<file path="src/rtl/mandelbrot_wr_ctrl.sv">
`timescale 1ns/1ps
`default_nettype none
// ============================================================================
// Module   : mandelbrot_wr_ctrl
// Brief    : Write-side sequencer that splits a frame into 4 KB-safe AXI bursts.
// Revision : 1.0
// ============================================================================
module mandelbrot_wr_ctrl #(
    parameter int C_ADDR_WIDTH      = 64,
    parameter int C_DATA_WIDTH      = 512,
    parameter int C_MAX_BURST_BEATS = 64,
    parameter int C_MAX_OUTSTANDING = 16
) (
    input  logic                      ap_clk,
    input  logic                      ap_rst_n,
    input  logic                      ap_start,
    output logic                      ap_idle,
    output logic                      ap_done,
    output logic                      wr_err,
    input  logic [C_ADDR_WIDTH-1:0]   ctrl_addr_offset,
    input  logic [31:0]               ctrl_length,
    input  logic                      s_tvalid,
    output logic                      s_tready,
    input  logic [C_DATA_WIDTH-1:0]   s_tdata,
    output logic                      m_axi_awvalid,
    input  logic                      m_axi_awready,
    output logic [C_ADDR_WIDTH-1:0]   m_axi_awaddr,
    output logic [7:0]                m_axi_awlen,
    output logic [2:0]                m_axi_awsize,
    output logic [1:0]                m_axi_awburst,
    output logic                      m_axi_wvalid,
    input  logic                      m_axi_wready,
    output logic [C_DATA_WIDTH-1:0]   m_axi_wdata,
    output logic [C_DATA_WIDTH/8-1:0] m_axi_wstrb,
    output logic                      m_axi_wlast,
    input  logic                      m_axi_bvalid,
    output logic                      m_axi_bready,
    input  logic [1:0]                m_axi_bresp
);
    localparam int c_STRB_W     = C_DATA_WIDTH / 8;
    localparam int c_BL         = $clog2(c_STRB_W);
    localparam int c_PAGE_BEATS = 4096 / c_STRB_W;
    localparam int c_OW         = $clog2(C_MAX_OUTSTANDING) + 1;
    localparam int c_FA         = $clog2(C_MAX_OUTSTANDING);

    typedef enum logic [1:0] {
        S_IDLE  = 2'd0,
        S_RUN   = 2'd1,
        S_DRAIN = 2'd2,
        S_DONE  = 2'd3
    } state_t;

    state_t                  r_state, w_state_nxt;
    logic [C_ADDR_WIDTH-1:0] r_addr, r_awaddr;
    logic [26:0]             r_beats_left, r_w_left, w_len_beats;
    logic [c_BL-1:0]         r_tail;
    logic [c_OW-1:0]         r_outstanding, w_out_nxt, r_fcount;
    logic                    r_awvalid, r_wr_err;
    logic [7:0]              r_awlen, r_wbeat, w_head;
    logic [7:0]              r_fifo [C_MAX_OUTSTANDING];
    logic [c_FA-1:0]         r_wptr, r_rptr;
    logic [8:0]              w_page_room, w_n, w_hs_n;
    logic [c_STRB_W-1:0]     w_tail_mask;
    logic                    w_start, w_aw_hs, w_w_hs, w_fifo_ne, w_wlast, w_pop;
    logic                    w_unused_ok;

    assign w_unused_ok = &{1'b0, ctrl_addr_offset[c_BL-1:0]};

    assign w_start     = (r_state == S_IDLE) && ap_start;
    assign w_aw_hs     = r_awvalid && m_axi_awready;
    assign w_fifo_ne   = (r_fcount != '0);
    assign w_head      = r_fifo[r_rptr];
    assign w_wlast     = w_fifo_ne && (r_wbeat == w_head);
    assign w_w_hs      = s_tvalid && m_axi_wready && w_fifo_ne;
    assign w_pop       = w_w_hs && w_wlast;
    assign w_hs_n      = {1'b0, r_awlen} + 9'd1;
    assign w_len_beats = 27'(ctrl_length[31:c_BL]) + 27'(|ctrl_length[c_BL-1:0]);
    assign w_page_room = 9'(c_PAGE_BEATS) - 9'(r_addr[11:c_BL]);
    assign w_tail_mask = ~({c_STRB_W{1'b1}} << r_tail);

    always_comb begin
        w_n = 9'(C_MAX_BURST_BEATS);
        if (w_page_room < w_n)
            w_n = w_page_room;
        if (r_beats_left < 27'(w_n))
            w_n = 9'(r_beats_left);
    end

    always_comb begin
        w_out_nxt = r_outstanding;
        if (w_aw_hs && !m_axi_bvalid)
            w_out_nxt = r_outstanding + c_OW'(1);
        else if (!w_aw_hs && m_axi_bvalid)
            w_out_nxt = r_outstanding - c_OW'(1);
    end

    // Zero-length frames pass through DRAIN so done lands two cycles after start.
    always_comb begin
        w_state_nxt = r_state;
        case (r_state)
            S_IDLE:  if (w_start) w_state_nxt = (ctrl_length == 32'd0) ? S_DRAIN : S_RUN;
            S_RUN:   if (w_aw_hs && (r_beats_left == 27'(w_hs_n))) w_state_nxt = S_DRAIN;
            S_DRAIN: if ((w_out_nxt == '0) && !w_fifo_ne && (r_beats_left == '0))
                         w_state_nxt = S_DONE;
            default: w_state_nxt = S_IDLE;
        endcase
    end

    always_ff @(posedge ap_clk or negedge ap_rst_n) begin
        if (!ap_rst_n) begin
            r_state       <= S_IDLE;
            r_addr        <= '0;
            r_beats_left  <= '0;
            r_w_left      <= '0;
            r_tail        <= '0;
            r_outstanding <= '0;
            r_awvalid     <= 1'b0;
            r_awaddr      <= '0;
            r_awlen       <= '0;
            r_wr_err      <= 1'b0;
        end else begin
            r_state       <= w_state_nxt;
            r_outstanding <= w_out_nxt;
            if (w_start) begin
                r_addr       <= {ctrl_addr_offset[C_ADDR_WIDTH-1:c_BL], {c_BL{1'b0}}};
                r_beats_left <= w_len_beats;
                r_tail       <= ctrl_length[c_BL-1:0];
            end else if (w_aw_hs) begin
                r_addr       <= r_addr + (C_ADDR_WIDTH'(w_hs_n) << c_BL);
                r_beats_left <= r_beats_left - 27'(w_hs_n);
            end
            if (w_start)
                r_w_left <= w_len_beats;
            else if (w_w_hs)
                r_w_left <= r_w_left - 27'd1;
            if (w_aw_hs) begin
                r_awvalid <= 1'b0;
            end else if ((r_state == S_RUN) && !r_awvalid && (r_beats_left != '0) &&
                         (r_outstanding < c_OW'(C_MAX_OUTSTANDING))) begin
                r_awvalid <= 1'b1;
                r_awaddr  <= r_addr;
                r_awlen   <= 8'(w_n - 9'd1);
            end
            if (w_start)
                r_wr_err <= 1'b0;
            else if (m_axi_bvalid && (m_axi_bresp != 2'b00))
                r_wr_err <= 1'b1;
        end
    end

    // Burst-length FIFO: lets W beats run independently of the AW issue point.
    always_ff @(posedge ap_clk or negedge ap_rst_n) begin
        if (!ap_rst_n) begin
            r_wptr   <= '0;
            r_rptr   <= '0;
            r_fcount <= '0;
            r_wbeat  <= '0;
        end else begin
            if (w_aw_hs)
                r_wptr <= r_wptr + c_FA'(1);
            if (w_pop)
                r_rptr <= r_rptr + c_FA'(1);
            if (w_aw_hs && !w_pop)
                r_fcount <= r_fcount + c_OW'(1);
            else if (!w_aw_hs && w_pop)
                r_fcount <= r_fcount - c_OW'(1);
            if (w_w_hs)
                r_wbeat <= w_wlast ? 8'd0 : r_wbeat + 8'd1;
        end
    end

    always_ff @(posedge ap_clk) begin
        if (w_aw_hs)
            r_fifo[r_wptr] <= r_awlen;
    end

    assign ap_idle       = (r_state == S_IDLE);
    assign ap_done       = (r_state == S_DONE);
    assign wr_err        = r_wr_err;
    assign m_axi_awvalid = r_awvalid;
    assign m_axi_awaddr  = r_awaddr;
    assign m_axi_awlen   = r_awlen;
    assign m_axi_awsize  = 3'(c_BL);
    assign m_axi_awburst = 2'b01;
    assign m_axi_wvalid  = s_tvalid && w_fifo_ne;
    assign s_tready      = m_axi_wready && w_fifo_ne;
    assign m_axi_wdata   = s_tdata;
    assign m_axi_wlast   = w_wlast;
    assign m_axi_wstrb   = !w_fifo_ne ? '0 :
                           ((r_w_left == 27'd1) && (r_tail != '0)) ? w_tail_mask : '1;
    assign m_axi_bready  = 1'b1;

endmodule
`default_nettype wire

</file>
<file path="config.mk">
export PLATFORM = sky130hd
export DESIGN_NAME = mandelbrot_wr_ctrl
export DESIGN_NICKNAME = d
export VERILOG_FILES = /design/src/rtl/mandelbrot_wr_ctrl.sv
export SDC_FILE = /design/constraint.sdc
export NUM_CORES = 1
export LEC_CHECK = 0
export ABC_AREA = 1
export CAP_MARGIN = 15
export CORE_AREA = 2 2 498 500
export CTS_CLUSTER_SIZE = 8
export DETAILED_ROUTE_END_ITERATION = 7
export DIE_AREA = 0 0 500 502
export HOLD_SLACK_MARGIN = 0.12
export REMOVE_ABC_BUFFERS = 1
export SLEW_MARGIN = 30
export SYNTH_ARGS = -nofsm -noshare
export SYNTH_HDL_FRONTEND = slang
export SYNTH_SLANG_ARGS = --single-unit
</file>
<file path="constraint.sdc">
create_clock -name ap_clk -period 5.89 [get_ports ap_clk]
set_input_delay 1.178 -clock ap_clk [delete_from_list [all_inputs] [get_ports ap_clk]]
set_output_delay 1.178 -clock ap_clk [all_outputs]
set_load 0.005 [all_outputs]
</file>
Word level (Yosys, flattened, before mapping)
Memory sizes are Yosys's and may differ from the RTL's. Cells that the tools add are included.

Bits in registers: 226. Latch bits: 0. RAM bits: 128. Memory bits (read-only): 0. Memories kept: 1.

$add $sub $neg: 14. Multiply operators: 0. Div/mod/pow operators: 0. $lt $le $gt $ge: 3. Eq/ne operators: 9. Shift operators: 1. Multiplexer cells: 26. Bitwise gates (word level): 2. Reductions and logical operators: 41.

Memory list: r_fifo (words 16, width 8, read ports 1, clocked after memory_dff 0, wr ports 1, line 60) `logic [7:0] r_fifo [C_MAX_OUTSTANDING];`.

Operator list (number): 64-bit 2-to-1 mux (4); 27-bit 2-to-1 mux (4); 64-bit by 15-bit adder with 64-bit output (1); 64-bit inverter (1); 64-bit by 6-bit << shifter with 64-bit output (first input constant) (1); 32-bit logical NOT (1); 26-bit by 1-bit adder with 27-bit output (1); 27-bit by 1-bit == test with 1-bit output (second input constant) (1); 27-bit by 9-bit == test with 1-bit output (1); 27-bit logical NOT (1); 27-bit by 9-bit < comparator with 1-bit output (1); 27-bit nonzero test (1); 27-bit by 1-bit subtractor with 27-bit output (second input constant) (1); 27-bit by 9-bit subtractor with 27-bit output (1); 1-bit logical AND (20); 5-bit 2-to-1 mux (4); 8-bit 2-to-1 mux (2); 2-bit nonzero test (6); 5-bit by 1-bit adder with 5-bit output (second input constant) (2); 5-bit by 1-bit subtractor with 5-bit output (second input constant) (2); 8-bit by 1-bit adder with 9-bit output (second input constant) (1); 9-bit by 7-bit < comparator with 1-bit output (second input constant) (1); 9-bit 2-to-1 mux (1); 4-bit by 1-bit adder with 4-bit output (second input constant) (2); 21 further kinds (35).

Depth between registers and ports, before layout
Depth in word-level cells: 10. Mapped depth: 25. Mapped depth without buffers: 23.

Worst setup path after synthesis
No wires, ideal clock.

Kind: flip-flop to flip-flop. Start: register r_rptr[0]. End: register r_fcount[4]. Arrival time: 2.825 ns. Required time: 5.765 ns. Setup slack: 2.940 ns. Cell stages (with the launch flop): 24. Path buffers: 2. Path through: dfrtp_1 buf_6 buf_6 or2_1 nand3_2 nand3_2 nand3_2 nand2_1 nand2_1 nand2_1 nor2_1 nand2_1 nor2_4 nand3_4 ha_1 inv_1 ha_1 nand2_1 nor2_1 a211oi_1 nand2_1 nand2_1 nor2_1 xor2_1.

Cells in the longest elaborated chain, start to end: 7. Elaborated cells on any way between the ends: 9.

Ends and longest elaborated chain: start, declared (line 61) `logic [c_FA-1:0] r_wptr, r_rptr;`; start signal, assigned (line 162) `r_rptr <= r_rptr + c_FA'(1);`; memory read 16 x 8 bit *; 8-bit == test * (line 73) `assign w_wlast = w_fifo_ne && (r_wbeat == w_head);`; 1-bit logical AND * (line 73); 1-bit logical AND * (line 75) `assign w_pop = w_w_hs && w_wlast;`; 1-bit logical NOT (line 163) `if (w_aw_hs && !w_pop)`; 1-bit logical AND (line 163); 5-bit 2-to-1 mux / 2-bit nonzero test (equally long branches); end signal, assigned (line 164) `r_fcount <= r_fcount + c_OW'(1);`; end signal, assigned (line 166) `r_fcount <= r_fcount - c_OW'(1);`; end, declared (line 57) `logic [c_OW-1:0] r_outstanding, w_out_nxt, r_fcount;`.

Mark *: on every way between the ends. The rest lies on a longest branch, timed or not. A chain may end at the register's enable or synchronous reset.

Final worst setup path
Start: register r_tail[3]. End: output m_axi_wstrb[49].

Cells in the longest elaborated chain, start to end: 4. Elaborated cells on any way between the ends: 6.

Ends and longest elaborated chain: start, declared (line 56) `logic [c_BL-1:0] r_tail;`; start signal, assigned (line 127) `r_tail <= ctrl_length[c_BL-1:0];`; 64-bit by 6-bit << shifter with 64-bit output / 6-bit nonzero test (equally long branches) (line 79, 190); 64-bit inverter / 1-bit logical AND (equally long branches) (line 79, 190); 64-bit 2-to-1 mux * (line 190) `((r_w_left == 27'd1) && (r_tail != '0)) ? w_tail_mask : '1;`; 64-bit 2-to-1 mux * (line 189) `assign m_axi_wstrb = !w_fifo_ne ? '0 :`; end, declared (line 34) `output logic [C_DATA_WIDTH/8-1:0] m_axi_wstrb,`.

Marks and branches as above.

==> summary.md <==
| Metric | Value |
|---|---|
| Fillers | 28200 |
| GRT Total Usage | 31.4% |
| Post-Synth Adder-Cell Area | 2.69% |
| Initial DRC count | 2703 |
| Clk slew on worst S/H paths | 0.05 ns |
| Async set or reset register ratio after synthesis | 62.6% |
| Clk buf depth | 3 |
| HP Class | reg2reg |
| Initial antenna violation count | 39 |
| Top cells by area, synth | dfrtp_1 (22%), buf_4 (16%), edfxtp_1 (16%) |
| Largest net degree at the start of global routing | 94 |
| Final Max Slew Viols | 0 |
| Number of port buffers | 235 |
| RSZ-0062 raised after global routing | no |
| Num CTS Buffers | 50 |
| Setup CP Type | reg2out |
| Critical path's slowest cell | clkdlybuf4s50_1 |
| Setup Fix Bufs, Post-CTS | 0 |
| CTS tree | yes |
| Initial core utilization | 10.0% |
| Drt total wl | 407000 um |
| Max-Cap Viols | 0 |
| Cts repair resizes | 0 |
| Startpoint Class | register |
| CP Cell Sequence | nor2_2 -> inv_1 -> nor2_2 -> inv_1 -> nor2_1 -> nand2_1 -> nand4_2 -> inv_2 -> nor2_2 -> inv_1 -> a21oi_1 -> clkdlybuf4s50_1 |
| XOR/XNOR Fraction of Synth Area | 2.18% |
| Placed cell area | 0.0269 sq mm |
| Power per Cell Area | 466 mW/mm^2 |
| Final Hold Fails | 0 |
| Clk_skew | 0.0659 ns |
| DIE WIDTH | 500 um |
| I/O pins | 1278 |
| FP Rows | 182 |
| Largest family of logic cells by synthesized area | buffers and inverters |
| Critical path arrival | 4.37 ns |
| Final instance area | 0.0284 sq mm |
| Max Fclk | 0.180 GHz |
| Layout cells sized above 1 | 5.53% |
| CP Capture Type | output port |
| Final ANT Viol Nets | 0 |
| Synth unique cells | 60 |
| Post-Synthesis Cells | 3223 |
| Ys flop type | dfrtp_1 |
| Final min period | 5.55 ns |
| Final period utilization | 94.2% |
| Detailed Place HPWL | 386000 um |
| Root buffer cell | clkbuf_16 |
| Syn Area/Cell | 7.62 sq um |
| # DRC | 0 |
| DIE HEIGHT | 502 um |
| Maximum fanout along the worst path | 16 |
| Simple-gate portion of the synthesized area | 22.8% |
| Final Util | 11.6% |
| First-pass DRT Iterations | 5 |
| Max-slew headroom | 27.4% |
| Clock latency at the later pin of the worst-skew pair | 0.66 ns |
| # H-tree levels | 2 |
| Final setup fails | 0 |
| Nets | 3607 |
| Max VDD drop | 0.000292 V |
| Worst-margin pin slew | 1.08 ns |
| Final hold slack | 0.474 ns |
| Sequential element share of the synthesized area | 37.5% |
| Vias | 24200 |
| CP required | 4.71 ns |
| Core Region | 0.245 sq mm |
| First-pass GRT wire length | 449000 um |
| Ys Warns | 0 |
| Largest stage delay, worst path | 0.54 ns |
| Power consumption | 13.2 mW |
| Post-synth EDFFs | 128 |
| Post-synth top area cell | dfrtp_1 |
| Status | completed |
| Seq cells post-synth | 342 |
| Multiplexer share of the synthesized area | 0% |
| Vias in the first global route | 19800 |
| Compound-Gate Fraction of Synth Area | 11.7% |
| Mapped cell area | 0.0245 sq mm |
| Routability Congestion | 1.37 |
| DR WL/cell | 65.6 um |
| Layout overhead on the synthesized area | 15.8% |
| Share of the synthesized area in the top cell type | 21.8% |
| DR vias/cell | 3.91 |
| Hold-fix buffers at CTS | 0 |
| Die area | 0.251 sq mm |
| GRT overflow | 0 |
| Sink Count | 342 |
| Leakage power | 10.7 nW |
logic make-up (layout without fill, tap and decap cells):
group,Yosys count,in the layout
compound gates,506,506
fa+ha+maj,51,51
flops,342,342
buf+inv,961,696
other cells,2,19
simple gates,1300,1300
xor+xnor,61,61
path summary, 6_finish.rpt:
check	startpoint	endpoint	slack, ns	cells after the start
hold / removal	r_fcount[4]	r_fcount[4]	0.47	1
max in group asynchronous	ap_rst_n	r_addr[24]	4.14	2
setup / recovery	r_tail[3]	m_axi_wstrb[49]	0.34	12
hold reg to reg	r_fcount[4]	r_fcount[4]	0.47	1
setup reg to reg	m_axi_awlen[1]	r_addr[50]	1.74	17
min in group asynchronous	ap_rst_n	m_axi_awaddr[54]	0.56	1
layer usage:
layer / routed length [um] / share of wire, % / track usage [%]
met5: 6360 / 1.6 / 18.4
met4: 45300 / 11 / 27.7
met3: 122000 / 30 / 44.5
met2: 191000 / 47 / 52.4
met1: 42200 / 10 / 8.85
Yosys cell counts, types with 3 or more instances:
master / instances
a21o_1: 4
a21oi_1: 95
a22oi_1: 5
a31oi_1: 26
buf_1: 8
buf_2: 24
buf_4: 530
buf_6: 6
clkbuf_1: 51
clkinv_1: 3
dfrtp_1: 214
edfxtp_1: 128
fa_1: 3
ha_1: 48
inv_1: 331
inv_2: 5
nand2_1: 615
nand2_2: 5
nand3_1: 185
nand3_2: 5
nand3b_1: 9
nand4_1: 48
nor2_1: 312
nor2_2: 20
nor3_1: 59
nor3_2: 3
nor4_1: 14
nor4b_1: 3
o211ai_1: 52
o21ai_0: 254
o21ai_1: 11
o21ai_2: 3
o21bai_1: 6
o221ai_1: 9
o22ai_1: 22
o31ai_1: 5
or2_2: 9
xnor2_1: 12
xor2_1: 49
power breakdown:
group / total, mW / leakage [nW] / internal, mW / switching, mW
sequential: 4.09 / 3.76 / 3.32 / 0.765
combinational: 6.32 / 6.26 / 2.13 / 4.19
clock: 2.83 / 0.708 / 1.63 / 1.20
total: 13.2 / 10.7 / 7.08 / 6.16
layout by cell type (no fill, tap or decap), types with 21 or more instances in the layout:
cell type        count
nand2_1            612
inv_1              330
nor2_1             311
o21ai_0            251
clkdlybuf4s50_1    234
dfrtp_1            213
nand3_1            185
edfxtp_1           128
a21oi_1             95
nor3_1              58
o211ai_1            52
clkbuf_16           50
xor2_1              49
nand4_1             48
ha_1                48
buf_4               37
a31oi_1             26
clkbuf_1            24
o22ai_1             22
nor2_2              21
critical path: cells and delay by family, from the launching register on:
family	cells	cell delay (ns)
AOI/OAI and AO/OA	1	0.24
buffers and inverters	5	1.40
DFF	1	0.47
and+or+nand+nor	6	1.58
layout make-up:
type | count | area [sq um] | share of cell area (%)
multi-input cells | 1930 | 9740 | 34.2
flip-flops and latches | 342 | 9200 | 32.4
well taps | 3220 | 4030 | 14.2
repair buffers | 274 | 2680 | 9.43
clock buffers | 75 | 1360 | 4.77
inverters | 341 | 1280 | 4.52
clock inverters | 6 | 130 | 0.458
diodes | 7 | 17.5 | 0.0616
sequential cells by signal, summed over array words and instances (netlist names), 5 cells and up:
register and flops:
m_axi_awaddr 58, r_wbeat 8, r_outstanding 5, r_addr 58, r_fcount 5, m_axi_awlen 8
r_fifo 128, r_tail 6, r_w_left 27, r_beats_left 27
stage by stage:
stage | cells | TNS [ns] | setup WS (ns)
after floorplan | 2613 | -56.02 | -1.09
after global placement | 6106 | 0 | 0.964
after detailed placement | 6106 | 0 | 0.932
after CTS | 6187 | 0 | 0.217
after global routing | 6190 | 0 | 0.0671
final | 6195 | 0 | 0.343
Power figures use the tool's default switching activity.
